## src/rtl/mem_ctrl_pkg.sv

```systemverilog
// Shared types and constants for the memory arbiter: FSM states, opcodes and
// the default abort limit for an unanswered RAM access.
package mem_ctrl_pkg;

  typedef enum logic [1:0] {
    ST_IDLE    = 2'd0,
    ST_WAIT    = 2'd1,
    ST_RELEASE = 2'd2
  } arb_state_e;

  localparam int ADDR_W = 9;
  localparam int DATA_W = 32;
  localparam int OPC_W  = 6;

  localparam int TIMEOUT_DEF = 8;

  localparam logic [OPC_W-1:0] OPC_FETCH = 6'b100011;
  localparam logic [OPC_W-1:0] OPC_LW    = 6'b100011;
  localparam logic [OPC_W-1:0] OPC_LH    = 6'b100001;
  localparam logic [OPC_W-1:0] OPC_LB    = 6'b100000;
  localparam logic [OPC_W-1:0] OPC_SW    = 6'b101011;
  localparam logic [OPC_W-1:0] OPC_SH    = 6'b101001;
  localparam logic [OPC_W-1:0] OPC_SB    = 6'b101000;

  // Data grants in a row (with fetch waiting) after which fetch gets a turn.
  localparam logic [1:0] STREAK_YIELD = 2'd2;

endpackage

```

## src/rtl/mem_arbiter_if.sv

```systemverilog
// Bundle of the two requester ports and the RAM port around the arbiter.
// master = requesters + RAM model, slave = the arbiter itself.
interface mem_arbiter_if;
  import mem_ctrl_pkg::*;

  logic              if_req;
  logic [ADDR_W-1:0] if_addr;
  logic [DATA_W-1:0] if_rdata;
  logic              if_done;

  logic              d_req;
  logic              d_rw;
  logic [ADDR_W-1:0] d_addr;
  logic [DATA_W-1:0] d_wdata;
  logic [OPC_W-1:0]  d_opc;
  logic [DATA_W-1:0] d_rdata;
  logic              d_done;

  logic              err;

  logic              MOV;
  logic              RW;
  logic [ADDR_W-1:0] MAR;
  logic [DATA_W-1:0] DataIn;
  logic [OPC_W-1:0]  OpC;
  logic              MOC;
  logic [DATA_W-1:0] DataOut;

  modport slave (
    input  if_req, if_addr, d_req, d_rw, d_addr, d_wdata, d_opc, MOC, DataOut,
    output if_rdata, if_done, d_rdata, d_done, err, MOV, RW, MAR, DataIn, OpC
  );

  modport master (
    output if_req, if_addr, d_req, d_rw, d_addr, d_wdata, d_opc, MOC, DataOut,
    input  if_rdata, if_done, d_rdata, d_done, err, MOV, RW, MAR, DataIn, OpC
  );

endinterface

```

## src/rtl/mem_arb_pick.sv

```systemverilog
// Grant selection: data normally wins, but a fetch that has watched
// STREAK_YIELD data grants go by wins the next tie.
module mem_arb_pick
  import mem_ctrl_pkg::*;
(
  input  logic       if_req_i,
  input  logic       d_req_i,
  input  logic [1:0] streak_i,
  output logic       gnt_o,
  output logic       gnt_fetch_o
);

  always_comb begin
    gnt_o       = if_req_i | d_req_i;
    gnt_fetch_o = if_req_i & (~d_req_i | (streak_i == STREAK_YIELD));
  end

endmodule

```

## src/rtl/mem_arbiter.sv

```systemverilog
// Two-port (fetch/data) arbiter in front of a single-ported RAM with
// MOV/MOC handshake and a wait-cycle abort.
//   state      | meaning
//   ST_IDLE    | no access in flight; grant on any pending request
//   ST_WAIT    | MOV high, bus fields frozen, waiting for MOC or timeout
//   ST_RELEASE | one dead cycle with MOV low after done pulse
module mem_arbiter #(
  parameter int          TIMEOUT   = mem_ctrl_pkg::TIMEOUT_DEF,
  parameter logic [5:0]  OPC_FETCH = mem_ctrl_pkg::OPC_FETCH
) (
  input  logic         clk,
  input  logic         reset,
  mem_arbiter_if.slave bus
);
  import mem_ctrl_pkg::*;

  localparam int CNT_W = $clog2(TIMEOUT + 1);

  arb_state_e        state_q;
  logic [CNT_W-1:0]  cnt_q;
  logic [CNT_W-1:0]  cnt_d;
  logic [1:0]        streak_q;
  logic              gnt_fetch_q;
  logic              mov_q;
  logic              rw_q;
  logic [ADDR_W-1:0] mar_q;
  logic [DATA_W-1:0] datain_q;
  logic [OPC_W-1:0]  opc_q;
  logic [DATA_W-1:0] if_rdata_q;
  logic [DATA_W-1:0] d_rdata_q;
  logic              if_done_q;
  logic              d_done_q;
  logic              err_q;

  logic              gnt;
  logic              gnt_fetch;

  mem_arb_pick u_pick (
    .if_req_i    (bus.if_req),
    .d_req_i     (bus.d_req),
    .streak_i    (streak_q),
    .gnt_o       (gnt),
    .gnt_fetch_o (gnt_fetch)
  );

  assign cnt_d = cnt_q + 1'b1;

  always_ff @(posedge clk or negedge reset) begin
    if (!reset) begin
      state_q     <= ST_IDLE;
      cnt_q       <= '0;
      streak_q    <= 2'd0;
      gnt_fetch_q <= 1'b0;
      mov_q       <= 1'b0;
      rw_q        <= 1'b1;
      mar_q       <= '0;
      datain_q    <= '0;
      opc_q       <= '0;
      if_rdata_q  <= '0;
      d_rdata_q   <= '0;
      if_done_q   <= 1'b0;
      d_done_q    <= 1'b0;
      err_q       <= 1'b0;
    end else begin
      if_done_q <= 1'b0;
      d_done_q  <= 1'b0;
      err_q     <= 1'b0;
      unique case (state_q)
        ST_IDLE: begin
          if (gnt) begin
            state_q     <= ST_WAIT;
            mov_q       <= 1'b1;
            cnt_q       <= '0;
            gnt_fetch_q <= gnt_fetch;
            if (gnt_fetch) begin
              mar_q    <= bus.if_addr;
              rw_q     <= 1'b1;
              opc_q    <= OPC_FETCH;
              streak_q <= 2'd0;
            end else begin
              mar_q    <= bus.d_addr;
              rw_q     <= bus.d_rw;
              datain_q <= bus.d_wdata;
              opc_q    <= bus.d_opc;
              if (bus.if_req) streak_q <= streak_q + 2'd1;
            end
          end
        end
        ST_WAIT: begin
          cnt_q <= cnt_d;
          // MOC arriving on the limit cycle still counts as a good completion.
          if (bus.MOC) begin
            mov_q   <= 1'b0;
            state_q <= ST_RELEASE;
            if (gnt_fetch_q) begin
              if_done_q  <= 1'b1;
              if_rdata_q <= bus.DataOut;
            end else begin
              d_done_q <= 1'b1;
              if (rw_q) d_rdata_q <= bus.DataOut;
            end
          end else if (cnt_d == CNT_W'(TIMEOUT)) begin
            mov_q   <= 1'b0;
            state_q <= ST_RELEASE;
            err_q   <= 1'b1;
            if (gnt_fetch_q) if_done_q <= 1'b1;
            else             d_done_q  <= 1'b1;
          end
        end
        ST_RELEASE: state_q <= ST_IDLE;
        default:    state_q <= ST_IDLE;
      endcase
    end
  end

  assign bus.MOV      = mov_q;
  assign bus.RW       = rw_q;
  assign bus.MAR      = mar_q;
  assign bus.DataIn   = datain_q;
  assign bus.OpC      = opc_q;
  assign bus.if_rdata = if_rdata_q;
  assign bus.d_rdata  = d_rdata_q;
  assign bus.if_done  = if_done_q;
  assign bus.d_done   = d_done_q;
  assign bus.err      = err_q;

endmodule

```

## src/flat_wrapper.sv

```systemverilog
// flat-port wrapper written by rule: the top's interface ports become plain ports
module mem_arbiter_flat import mem_ctrl_pkg::*;
#(
  parameter int          TIMEOUT   = mem_ctrl_pkg::TIMEOUT_DEF,
  parameter logic [5:0]  OPC_FETCH = mem_ctrl_pkg::OPC_FETCH
)
  (clk, reset, bus_if_req, bus_if_addr, bus_d_req, bus_d_rw, bus_d_addr, bus_d_wdata, bus_d_opc, bus_MOC, bus_DataOut, bus_if_rdata, bus_if_done, bus_d_rdata, bus_d_done, bus_err, bus_MOV, bus_RW, bus_MAR, bus_DataIn, bus_OpC);
  mem_arbiter_if bus_i ();
  input  logic clk;
  input  logic reset;
  input wire logic [$bits(bus_i.if_req)-1:0] bus_if_req;
  input wire logic [$bits(bus_i.if_addr)-1:0] bus_if_addr;
  input wire logic [$bits(bus_i.d_req)-1:0] bus_d_req;
  input wire logic [$bits(bus_i.d_rw)-1:0] bus_d_rw;
  input wire logic [$bits(bus_i.d_addr)-1:0] bus_d_addr;
  input wire logic [$bits(bus_i.d_wdata)-1:0] bus_d_wdata;
  input wire logic [$bits(bus_i.d_opc)-1:0] bus_d_opc;
  input wire logic [$bits(bus_i.MOC)-1:0] bus_MOC;
  input wire logic [$bits(bus_i.DataOut)-1:0] bus_DataOut;
  output wire logic [$bits(bus_i.if_rdata)-1:0] bus_if_rdata;
  output wire logic [$bits(bus_i.if_done)-1:0] bus_if_done;
  output wire logic [$bits(bus_i.d_rdata)-1:0] bus_d_rdata;
  output wire logic [$bits(bus_i.d_done)-1:0] bus_d_done;
  output wire logic [$bits(bus_i.err)-1:0] bus_err;
  output wire logic [$bits(bus_i.MOV)-1:0] bus_MOV;
  output wire logic [$bits(bus_i.RW)-1:0] bus_RW;
  output wire logic [$bits(bus_i.MAR)-1:0] bus_MAR;
  output wire logic [$bits(bus_i.DataIn)-1:0] bus_DataIn;
  output wire logic [$bits(bus_i.OpC)-1:0] bus_OpC;
  assign bus_i.if_req = bus_if_req;
  assign bus_i.if_addr = bus_if_addr;
  assign bus_i.d_req = bus_d_req;
  assign bus_i.d_rw = bus_d_rw;
  assign bus_i.d_addr = bus_d_addr;
  assign bus_i.d_wdata = bus_d_wdata;
  assign bus_i.d_opc = bus_d_opc;
  assign bus_i.MOC = bus_MOC;
  assign bus_i.DataOut = bus_DataOut;
  assign bus_if_rdata = bus_i.if_rdata;
  assign bus_if_done = bus_i.if_done;
  assign bus_d_rdata = bus_i.d_rdata;
  assign bus_d_done = bus_i.d_done;
  assign bus_err = bus_i.err;
  assign bus_MOV = bus_i.MOV;
  assign bus_RW = bus_i.RW;
  assign bus_MAR = bus_i.MAR;
  assign bus_DataIn = bus_i.DataIn;
  assign bus_OpC = bus_i.OpC;
  mem_arbiter #(.TIMEOUT(TIMEOUT), .OPC_FETCH(OPC_FETCH)) u_core (.clk(clk), .reset(reset), .bus(bus_i));
endmodule
```

## config.mk

```make
export PLATFORM = sky130hd
export DESIGN_NAME = mem_arbiter_flat
export DESIGN_NICKNAME = d
export VERILOG_FILES = /design/src/rtl/mem_ctrl_pkg.sv /design/src/rtl/mem_arbiter_if.sv /design/src/rtl/mem_arb_pick.sv /design/src/rtl/mem_arbiter.sv /design/src/flat_wrapper.sv
export SDC_FILE = /design/constraint.sdc
export NUM_CORES = 1
export LEC_CHECK = 0
export ABC_AREA = 0
export CORE_ASPECT_RATIO = 2
export CORE_MARGIN = 3
export CORE_UTILIZATION = 43
export DETAILED_ROUTE_END_ITERATION = 12
export PLACE_DENSITY = 0.8
export SLEW_MARGIN = 10
export SYNTH_ARGS = -nofsm -noshare
export SYNTH_HDL_FRONTEND = slang
export SYNTH_SLANG_ARGS = --single-unit
```

## constraint.sdc

```tcl
create_clock -name clk -period 1.83 [get_ports clk]
set_input_delay 0.366 -clock clk [delete_from_list [all_inputs] [get_ports clk]]
set_output_delay 0.366 -clock clk [all_outputs]
set_load 0.005 [all_outputs]
```

==> results.md <==
* # setup viols final at 0
* Vias in the first global route at approximately 4300
* Top_reg_cell synth: dfrtp_1
* Antenna diodes at 0
* EDFF count, synth at 0
* Syn nets at 438
* Post-synthesis sequential area ratio at 0.603
* Nets@finish at 671
* Worst skew pair latency at around 0.4 ns
* Drt pass-1 iters at 4
* Hpwl dp at 10.4 mm
* Largest net degree at the start of global routing at 38
* Most used routing layer: met2
* Worst Clk Skew at roughly 0.0092 ns
* Setup crit start kind: flop
* #FFs+latches synth at 125
* Minimum clock period at 1.69 ns
* CP Class: reg2out
* Grt ovf at 0
* Cell variety after synth at 44
* Final setup TNS at 0 ns
* FF-to-FF Start: u_core.streak_q[0]
* Worst path required time at 1.46 ns
* Placer Congestion at 0.812
* Num CTS Buffers at 17
* Clk slew on worst S/H paths at about 0.06 ns
* Synth top area share at 0.598
* DRT iter0 DRCs at 94
* Root Driver: clkbuf_16
* Static Leak at 3.53 nW
* Fin. Hold Viols at 0
* CTS sink count at 125
* Met3 Use GR at 0.0454
* Arrival @ worst endpoint at between 1 and 1.5 ns
* Setup WS post-layout at 0.137 ns
* Design Power at 14.7 mW
* Std-Cell Rows at 56
* Worst path slowest cell: clkdlybuf4s50_1
* Worst slew pin tran at approximately 0.47 ns
* Die area at 13500 um2
* First-pass GRT wire length at approximately 23 mm
* Initial Util at 0.441
* Yosys warnings at 0
* Met1 GRT Util at 0.219
* Share of layout cells above drive strength 1 at 0.254
* CP Buf/Inv Count at 1
* Type of destination of the critical path: output port
* Crit. Startpoint: u_core.bus.DataIn[11]
* Clock Tree Buf Depth at 2
* Family with the most delay on the worst path: buffers and inverters
* Core Box Area at 11800 um2
* ANT nets after route at 0
* RSZ-0062 raised after global routing: false
* Depth of the CTS H-tree at 4
* GRT Overall Usage at 0.215
* CP cell instances: clkdlybuf4s50_1
* Vias at 3747
* I/O Pins at 210
* Min-Delay Path Class: in2async
* Initial antenna violation count at 0
* Slew headroom at 0.687
* Run status: complete, no violations
* Fmax at 0.591 GHz
* Mean post-synth cell area at around 15 um2
* PwrDens at 1800 nW/um2
* Worst VDD drop at 1.04 mV
* Yosys top cell by area: dfrtp_1
* Post-synth ARST share at 1.00
* GR Util met2 at 0.413
* DRC viols at 0
* Synth top area cells: dfrtp_1 (60%), mux2_4 (14%), mux2_2 (7.4%)
* Final worst path period share at 0.925
* Most common library cells after synthesis: dfrtp_1 (124), mux2_4 (50), mux2_2 (34), o21ai_0 (13)
* Synth Instances at 341
* CTS tree: yes
* DR vias/cell at roughly 5.1
* Die width at 83.7 um
* Max-slew violation count at 0
* Syn-to-layout area delta at 57.4%
* Final WL at 13.9 mm
* Wire per inst at approximately 19 um
* Worst-path fanout max at 2
* Count leader, synth: dfrtp_1
* Max-Cap Viols at 0
* Worst slack at placement at -0.0696 ns
* DIE HEIGHT at ~160 um
* Mapped cell area at ~5200 um2
* PortBufs at 209
* Slowest stage delay, CP at 0.56 ns
flip-flops by register name, summed over array words and instances (netlist names):
signal	flops
u_core.bus.DataIn	32
u_core.bus.d_rdata	32
u_core.bus.if_rdata	32
u_core.bus.MAR	9
u_core.bus.OpC	6
u_core.cnt_q	4
u_core.state_q	2
u_core.streak_q	2
u_core.bus.MOV	1
u_core.bus.RW	1
u_core.bus.d_done	1
u_core.bus.err	1
u_core.bus.if_done	1
u_core.gnt_fetch_q	1
cell type report:
cell class / count / area, um2
multi-input cells: 192 / 1890
flip-flops and latches: 125 / 3130
fillers: 831 / 3600
clock inverters: 14 / 183
repair buffers: 232 / 2330
inverters: 6 / 22.5
clock buffers: 18 / 439
well taps: 145 / 181
logic make-up (layout without fill, tap and decap cells):
group                    count (synthesis)  in the layout  share of synthesized area
XOR/XNOR                                 1              1                    0.00169
AND/OR/NAND/NOR                         40             40                     0.0453
buffers and inverters                   24            270                     0.0337
flip-flops                             125            125                      0.603
multiplexers                            96             96                      0.244
adder cells (fa/ha/maj)                  3              3                    0.00723
AO/OA/AOI/OAI                           52             52                     0.0651
report_power, final:
part | internal, mW | switching [mW] | total, mW
combinational | 4.17 | 1.98 | 6.15
clock | 2.21 | 1.29 | 3.49
sequential | 4.17 | 0.868 | 5.03
path summary, 6_finish.rpt:
| path | slack (ns) | cells after the start | to |
|---|---|---|---|
| worst max-delay path | 0.14 | 1 | bus_DataIn[11] |
| worst min-delay path | 0.46 | 2 | u_core.bus.d_rdata[27] |
| worst max register to register | 0.15 | 6 | u_core.bus.DataIn[3] |
| worst min register to register | 0.49 | 1 | u_core.bus.DataIn[30] |
| max in group asynchronous | 0.74 | 3 | u_core.bus.if_rdata[17] |
| min in group clk | 0.49 | 1 | u_core.bus.DataIn[30] |
placed cells by master (no fill, tap or decap), types with 2 or more instances in the layout:
| cell | netlist | routed |
|---|---|---|
| a21oi_1 | 11 | 11 |
| a22o_1 | 4 | 4 |
| a31oi_1 | 9 | 9 |
| and3b_1 | 2 | 2 |
| buf_12 | 3 | 5 |
| buf_4 | 2 | 18 |
| bufinv_16 | 0 | 3 |
| clkbuf_16 | 0 | 17 |
| clkdlybuf4s50_1 | 0 | 207 |
| clkinv_4 | 0 | 4 |
| clkinvlp_4 | 0 | 2 |
| dfrtp_1 | 124 | 124 |
| ha_1 | 3 | 3 |
| inv_1 | 6 | 6 |
| inv_6 | 0 | 3 |
| mux2_1 | 12 | 12 |
| mux2_2 | 34 | 34 |
| mux2_4 | 50 | 50 |
| nand2_1 | 9 | 9 |
| nand2b_1 | 2 | 2 |
| nand3_1 | 12 | 12 |
| nor2_1 | 2 | 2 |
| nor2b_1 | 2 | 2 |
| o211ai_1 | 2 | 2 |
| o21ai_0 | 13 | 13 |
| o22a_1 | 4 | 4 |
| or3b_2 | 3 | 3 |
layer usage:
layer | part of all wire | up-vias | wire length, um
li1 | - | 1704 | -
met1 | 0.35 | 1869 | 4860
met4 | 0.029 | 0 | 397
met5 | 0 | - | 0
met2 | 0.57 | 148 | 7970
met3 | 0.050 | 26 | 698
repair_timing:
item	CTS	global route
hold buffers	1	0
buffers inserted	1	0
gates cloned	0	0
pin swaps	0	0
endpoints found under the setup margin	1	1
hold endpoints to repair	28	0
gates resized for setup	0	1
through the flow:
| stage | cells | instance area [um2] | utilization | hold WS [ns] |
|---|---|---|---|---|
| 5_1_grt | 732 | 8180 | 0.695 | 0.484 |
| 4_1_cts | 732 | 8170 | 0.694 | 0.463 |
| 3_5_place_dp | 698 | 7530 | 0.640 | 0.348 |
| 3_3_place_gp | 698 | 7530 | 0.640 | 0.339 |
| 6_report | 732 | 8180 | 0.695 | 0.455 |
| 2_1_floorplan | 341 | 5190 | - | 0.0704 |
Power figures use the tool's default switching activity.
